### config.mk
export PLATFORM = sky130hd
export DESIGN_NAME = keypad_replay
export DESIGN_NICKNAME = d
export VERILOG_FILES = /design/src/rtl/keypad_pkg.sv /design/src/rtl/keypad_sense_mux.sv /design/src/rtl/keypad_replay.sv
export SDC_FILE = /design/constraint.sdc
export NUM_CORES = 1
export LEC_CHECK = 0
export CORE_MARGIN = 2
export CORE_UTILIZATION = 45
export CTS_BUF_LIST = sky130_fd_sc_hd__clkbuf_16
export DETAILED_ROUTE_END_ITERATION = 7
export MAX_ROUTING_LAYER = met4
export PLACE_DENSITY = 0.79
export SETUP_SLACK_MARGIN = 0.15
export SYNTH_ARGS = -nofsm -noshare
export SYNTH_HDL_FRONTEND = slang
export SYNTH_SLANG_ARGS = --single-unit
### constraint.sdc
create_clock -name clk -period 4.2 [get_ports clk]
set_clock_uncertainty 0.15 [all_clocks]
set_input_delay 0.84 -clock clk [delete_from_list [all_inputs] [get_ports clk]]
set_output_delay 0.84 -clock clk [all_outputs]
set_load 0.02 [all_outputs]
### src/rtl/keypad_pkg.sv
// Shared keypad definitions: key indices, matrix geometry, replay FSM states
// and the key-to-row/column mapping used by both the replayer and the scanner.
package keypad_pkg;

    localparam int NUM_KEYS = 12;
    localparam int NUM_ROWS = 4;
    localparam int NUM_COLS = 3;

    // Key indices in the order the pattern bits are assigned.
    localparam logic [3:0] KEY_1    = 4'd0;
    localparam logic [3:0] KEY_2    = 4'd1;
    localparam logic [3:0] KEY_3    = 4'd2;
    localparam logic [3:0] KEY_4    = 4'd3;
    localparam logic [3:0] KEY_5    = 4'd4;
    localparam logic [3:0] KEY_6    = 4'd5;
    localparam logic [3:0] KEY_7    = 4'd6;
    localparam logic [3:0] KEY_8    = 4'd7;
    localparam logic [3:0] KEY_9    = 4'd8;
    localparam logic [3:0] KEY_STAR = 4'd9;
    localparam logic [3:0] KEY_0    = 4'd10;
    localparam logic [3:0] KEY_HASH = 4'd11;

    typedef enum logic [2:0] {
        ST_IDLE  = 3'd0,
        ST_SEEK  = 3'd1,
        ST_PRESS = 3'd2,
        ST_GAP   = 3'd3,
        ST_FIN   = 3'd4
    } state_t;

    function automatic logic [1:0] key_row(input logic [3:0] k);
        logic [3:0] q;
        q = k / 4'd3;
        return q[1:0];
    endfunction

    function automatic logic [1:0] key_col(input logic [3:0] k);
        logic [3:0] r;
        r = k % 4'd3;
        return r[1:0];
    endfunction

endpackage

### src/rtl/keypad_sense_mux.sv
// Registered column-sense generator: answers the scanner's row strobe with the
// column of the key being held, or nothing when no key is enabled.
module keypad_sense_mux
    import keypad_pkg::*;
(
    input  logic                clk,
    input  logic                rst,
    input  logic [NUM_ROWS-1:0] i_row_strobe,
    input  logic [3:0]          i_key,
    input  logic                i_en,
    output logic [NUM_COLS-1:0] o_col_sense
);

    logic [1:0]          w_row;
    logic [1:0]          w_col;
    logic                w_hit;
    logic [NUM_COLS-1:0] w_col_oh;
    logic [NUM_COLS-1:0] r_col_sense;

    // Any strobed row that matches the key's row answers, so multi-row strobes OR naturally.
    always_comb begin
        w_row    = key_row(i_key);
        w_col    = key_col(i_key);
        w_hit    = i_en && i_row_strobe[w_row];
        w_col_oh = '0;
        if (w_hit) begin
            w_col_oh = NUM_COLS'(1) << w_col;
        end
    end

    always_ff @(posedge clk or posedge rst) begin
        if (rst) begin
            r_col_sense <= '0;
        end else begin
            r_col_sense <= w_col_oh;
        end
    end

    assign o_col_sense = r_col_sense;

endmodule

### src/rtl/keypad_replay.sv
// Replays a 12-key pattern into a scanned keypad matrix, lowest key first, with
// fixed hold and release times. Define KEYPAD_REPLAY_BOUNCE_EN for contact bounce.
module keypad_replay
    import keypad_pkg::*;
#(
    parameter int HOLD_CYC   = 1000,
    parameter int GAP_CYC    = 1000,
    parameter int BOUNCE_CYC = 64
) (
    input  logic                clk,
    input  logic                rst,
    input  logic [NUM_ROWS-1:0] row_strobe,
    output logic [NUM_COLS-1:0] col_sense,
    input  logic [NUM_KEYS-1:0] pattern,
    input  logic                start,
    input  logic                abort,
    output logic                busy,
    output logic                done,
    output logic [3:0]          cur_key,
    output state_t              dbg_state
);

    // Handshake: start is a one-cycle request honoured only in IDLE with abort low;
    // busy covers the whole replay, done pulses once on normal completion only.

    localparam int MAX_AB  = (HOLD_CYC > GAP_CYC) ? HOLD_CYC : GAP_CYC;
    localparam int MAX_CYC = (MAX_AB > BOUNCE_CYC) ? MAX_AB : BOUNCE_CYC;
    localparam int CNT_W   = $clog2(MAX_CYC + 1);
    localparam logic [CNT_W-1:0] HOLD_LD = CNT_W'(HOLD_CYC - 1);
    localparam logic [CNT_W-1:0] GAP_LD  = CNT_W'(GAP_CYC - 1);

    state_t              r_state;
    state_t              w_next_state;
    logic [NUM_KEYS-1:0] r_shadow;
    logic [NUM_KEYS-1:0] w_shadow_next;
    logic [CNT_W-1:0]    r_cnt;
    logic [CNT_W-1:0]    w_cnt_next;
    logic [3:0]          r_key;
    logic [3:0]          w_key_next;
    logic                r_busy;
    logic                r_done;
    logic [3:0]          w_sel;
    logic                w_found;
    logic                w_press_en;

    // Lowest set shadow bit wins: scan from the top so the last hit is the lowest.
    always_comb begin
        w_sel   = 4'd0;
        w_found = |r_shadow;
        for (int i = NUM_KEYS - 1; i >= 0; i--) begin
            if (r_shadow[i]) begin
                w_sel = 4'(i);
            end
        end
    end

    always_comb begin
        w_next_state  = r_state;
        w_shadow_next = r_shadow;
        w_cnt_next    = r_cnt;
        w_key_next    = r_key;
        case (r_state)
            ST_IDLE: begin
                if (start) begin
                    w_next_state  = ST_SEEK;
                    w_shadow_next = pattern;
                    w_cnt_next    = '0;
                end
            end
            ST_SEEK: begin
                if (w_found) begin
                    w_next_state         = ST_PRESS;
                    w_shadow_next[w_sel] = 1'b0;
                    w_key_next           = w_sel;
                    w_cnt_next           = HOLD_LD;
                end else begin
                    w_next_state = ST_FIN;
                    w_cnt_next   = '0;
                end
            end
            ST_PRESS: begin
                if (r_cnt == '0) begin
                    w_next_state = ST_GAP;
                    w_cnt_next   = GAP_LD;
                end else begin
                    w_cnt_next = r_cnt - 1'b1;
                end
            end
            ST_GAP: begin
                if (r_cnt == '0) begin
                    w_next_state = ST_SEEK;
                    w_cnt_next   = '0;
                end else begin
                    w_cnt_next = r_cnt - 1'b1;
                end
            end
            ST_FIN: begin
                w_next_state = ST_IDLE;
                w_cnt_next   = '0;
            end
            default: begin
                w_next_state = ST_IDLE;
                w_cnt_next   = '0;
            end
        endcase
        // abort overrides everything, including a start in the same cycle.
        if (abort) begin
            w_next_state  = ST_IDLE;
            w_shadow_next = '0;
            w_cnt_next    = '0;
        end
    end

    always_ff @(posedge clk or posedge rst) begin
        if (rst) begin
            r_state  <= ST_IDLE;
            r_shadow <= '0;
            r_cnt    <= '0;
            r_key    <= 4'd0;
            r_busy   <= 1'b0;
            r_done   <= 1'b0;
        end else begin
            r_state  <= w_next_state;
            r_shadow <= w_shadow_next;
            r_cnt    <= w_cnt_next;
            r_key    <= w_key_next;
            r_busy   <= (w_next_state != ST_IDLE);
            r_done   <= (w_next_state == ST_FIN);
        end
    end

`ifdef KEYPAD_REPLAY_BOUNCE_EN
    localparam logic [CNT_W-1:0] BOUNCE_LIM = CNT_W'(BOUNCE_CYC);
    logic [CNT_W-1:0] w_elapsed;
    logic             w_bounce_on;

    // Elapsed press time is recovered from the down-counter; contact toggles every 8 clocks.
    always_comb begin
        w_elapsed   = HOLD_LD - r_cnt;
        w_bounce_on = (w_elapsed < BOUNCE_LIM) ? ~w_elapsed[3] : 1'b1;
        w_press_en  = (r_state == ST_PRESS) && !abort && w_bounce_on;
    end
`else
    assign w_press_en = (r_state == ST_PRESS) && !abort;
`endif

    keypad_sense_mux u_sense_mux (
        .clk          (clk),
        .rst          (rst),
        .i_row_strobe (row_strobe),
        .i_key        (r_key),
        .i_en         (w_press_en),
        .o_col_sense  (col_sense)
    );

    assign busy      = r_busy;
    assign done      = r_done;
    assign cur_key   = r_key;
    assign dbg_state = r_state;

endmodule

==> flow_metrics.py <==
metrics = {
    "timing": {
        "post-route-period-util": 0.697,
        "finalSetupTns_ns": 0,
        "slew_viol_final": 0,
        "finalHoldViolations": 0,
        "fin_crit_ns": 2.93,
        "fin_ws_ns": 1.27,
        "rsz0062_at_grt": "no",
        "setup_violations": 0,
        "max_freq_ghz": 0.341,
        "relSlewSlack": 0.413,
        "worst_pin_slew_ns": 0.877,
    },
    "detailed_routing": {
        "ant_nets": 0,
        "drc": 0,
        "dr.pass1.iters": 4,
        "routedWlPerCell_um": 15.3,
        "first_iter_violations": 142,
        "vias": 1836,
        "viasPerCell": 5.96,
        "wl_um": 4720,
    },
    "synth": {
        "synth.avg_cell_area_sq_um": 9.09,
        "synth-main-ff-cell": "dfrtp_1",
        "synth.mux.area_fraction": 0.0106,
        "async_flop_share": 1.00,
        "synth_area_leaders": "dfrtp_1 43%, nand2_1 4.1%, o21ai_0 4.0%, nor2_1 2.8%, nor3_1 2.8%",
        "synth_top_family_by_area": "compound AO/OA/AOI/OAI gates",
        "synth_top_area_cell": "dfrtp_1",
        "post_synth_xor_area_fraction": 0,
        "synth_warnings": 0,
        "ys_seq_area_frac": 0.426,
        "synthSimpleGateAreaFrac": 0.245,
        "netlist_instances": 220,
        "synth_top_area_frac": 0.426,
        "yosys_register_bits": 34,
        "synth_top_cells_by_count": "34 x dfrtp_1, 22 x nand2_1, 16 x o21ai_0",
        "synth_most_common_cell": "dfrtp_1",
        "synth_adder_area_share": 0.0250,
        "synth_cell_types": 51,
        "synth_compound_area_frac": 0.259,
        "syn-num-nets": 244,
        "synth_area_sq_mm": 0.00200,
        "synth-edff-count": 0,
    },
    "global_routing": {
        "grt_pass1_vias": 1720,
        "grt_start_max_net_pins": 35,
        "grt_pass1_wl_um": 8080,
        "grt_util_all_layers": 0.208,
        "grt_overflow": 0,
        "antenna_found_initial": 0,
    },
    "setup_path": {
        "r2r_cells": 7,
        "cp-startpoint": "abort",
        "path_max_fanout": 11,
        "cp.arrival_ns": 2.99,
        "worstSetupStartpointType": "input port",
        "critPathKind": "input port to flop",
        "r2r_end": "busy$_DFF_PP0_",
        "regToRegSetupSlack_ns": 1.32,
        "r2r_start": "r_cnt[0]$_DFFE_PP0P_",
        "timing.critical_path.required_ns": 4.27,
        "critPathCapture": "r_cnt[7]$_DFFE_PP0P_",
        "cp-end-kind": "flop",
    },
    "placed_design": {
        "io_buffers": 31,
        "post-place-ws_ns": 1.01,
        "place.gp.congestion": 0.898,
        "hpwl_um": 3370,
    },
    "die": {
        "die_w_um": 70.7,
        "initial_core_util": 0.462,
        "fp.dieH_um": 70.7,
        "dieArea_sq_mm": 0.00499,
        "core_area_sq_mm": 0.00432,
        "fp-row-count": 24,
        "io_pins": 32,
    },
    "cts": {
        "h-tree-depth": 2,
        "post_cts_resize_count": 0,
        "cts_buffers": 5,
        "cts_root_buffer": "clkbuf_16",
        "cts_setup_buffers": 0,
        "clock_latency_ns": 0.28,
        "cts_tree": "built",
        "ctsLongestPathBuffers": 2,
        "clock-sinks": 34,
        "hold_buffers": 0,
        "clk_pin_slew_ns": 0.05,
    },
    "min_path": {
        "hold_class": "flop to flop",
        "holdPathStages": 1,
    },
    "power_and_ir_drop": {
        "p_leak_nw": 1.10,
        "power.switching_mw": 0.827,
        "comb_power_share": 0.528,
        "swShare": 0.438,
        "p_int_mw": 1.06,
        "p_per_area_mw_per_mm2": 753,
        "p_seq_frac": 0.290,
        "peakVddDrop_v": 0.000410,
        "clkPwrFrac": 0.182,
    },
    "final_layout": {
        "drive_above_1_share": 0.0742,
        "nNetsFinal": 279,
        "syn_to_final_growth_pct": 25.2,
        "n_antenna_cell": 0,
    },
    "run": {
        "cap_violations": 0,
    },
    "run_status": {
        "status": "completed",
    },
}
-- layout make-up --
type	instances	area [sq um]
fillers	419	1820
repair buffers	34	333
flip-flops and latches	34	851
well taps	52	65.1
clock buffers	5	125
multi-input cells	170	1080
clock inverters	3	12.5
inverters	10	37.5
-- per-layer routing --
metal | GRT usage | vias up | share of wire
met3 | 0.0484 | 5 | 0.073
met2 | 0.308 | 69 | 0.45
met4 | 0.0860 | 0 | 0.015
met5 | - | - | 0
met1 | 0.276 | 870 | 0.46
li1 | - | 892 | -
-- sequential cells by signal, summed over array words and instances (netlist names) --
name	cells
u_sense_mux.o_col_sense	3
cur_key	4
r_shadow	12
done	1
dbg_state	3
r_cnt	10
busy	1
-- cells in the final DEF (no fill, tap or decap), types with 2 or more instances in the layout --
master	instances
dfrtp_1	34
clkdlybuf4s50_1	31
nand2_1	22
o21ai_0	16
nor2_1	15
nor3_1	11
o21ai_1	11
inv_1	10
nor3b_1	7
a22o_1	6
a21oi_1	6
a31oi_1	5
a22oi_1	5
clkbuf_16	5
nand2b_1	4
a21o_1	4
ha_1	4
or3_1	3
nor4_1	3
or2_2	3
nor2b_1	3
o21bai_1	3
a221o_1	3
nand3_1	3
o311ai_0	3
o21a_1	3
buf_4	3
o31ai_1	2
and3b_1	2
and2_1	2
o2bb2ai_1	2
-- cell families (layout without fill, tap and decap cells) --
family | count (synthesis) | in the layout
AND/OR/NAND/NOR | 89 | 89
AO/OA/AOI/OAI | 75 | 75
multiplexers | 2 | 2
flip-flops | 34 | 34
adder cells (fa/ha/maj) | 4 | 4
buffers and inverters | 16 | 52
-- how the worst min path moves through the flow --
stage	to	start
3_3_place_gp	r_cnt[9]$_DFFE_PP0P_	r_cnt[9]$_DFFE_PP0P_
3_5_place_dp	r_cnt[9]$_DFFE_PP0P_	r_cnt[9]$_DFFE_PP0P_
6_report	r_cnt[9]$_DFFE_PP0P_	r_cnt[9]$_DFFE_PP0P_
5_1_grt	r_cnt[9]$_DFFE_PP0P_	r_cnt[9]$_DFFE_PP0P_
2_1_floorplan	r_cnt[9]$_DFFE_PP0P_	r_cnt[9]$_DFFE_PP0P_
4_1_cts	r_cnt[9]$_DFFE_PP0P_	r_cnt[9]$_DFFE_PP0P_
-- critical path, stage by stage --
cell and delay (ns):
clkdlybuf4s50_1 0.49, or3_1 0.43, nor2_1 0.65, a22oi_4 0.26, o21ai_1 0.19, a22o_1 0.15
-- metrics by stage --
stage	hold slack, ns	cell area (sq um)	total power, mW	util	cells
after detailed placement	0.341	2370	1.54	0.547	300
after global routing	0.376	2500	2.04	0.579	308
after floorplan	0.314	2000	1.29	-	220
final	0.351	2500	1.89	0.579	308
after CTS	0.357	2500	1.89	0.579	308
after global placement	0.335	2370	1.50	0.547	300
-- power by group through the flow --
| stage | Combinational [mW] | Sequential [mW] | Clock [mW] |
|---|---|---|---|
| 6_report | 0.996 | 0.547 | 0.342 |
| 3_3_place_gp | 0.959 | 0.545 | 0 |
| 2_1_floorplan | 0.733 | 0.559 | 0 |
| 5_1_grt | 1.11 | 0.563 | 0.363 |
| 4_1_cts | 0.993 | 0.544 | 0.350 |
| 3_5_place_dp | 0.987 | 0.548 | 0 |
No activity file was read; power rests on OpenSTA's default activity.
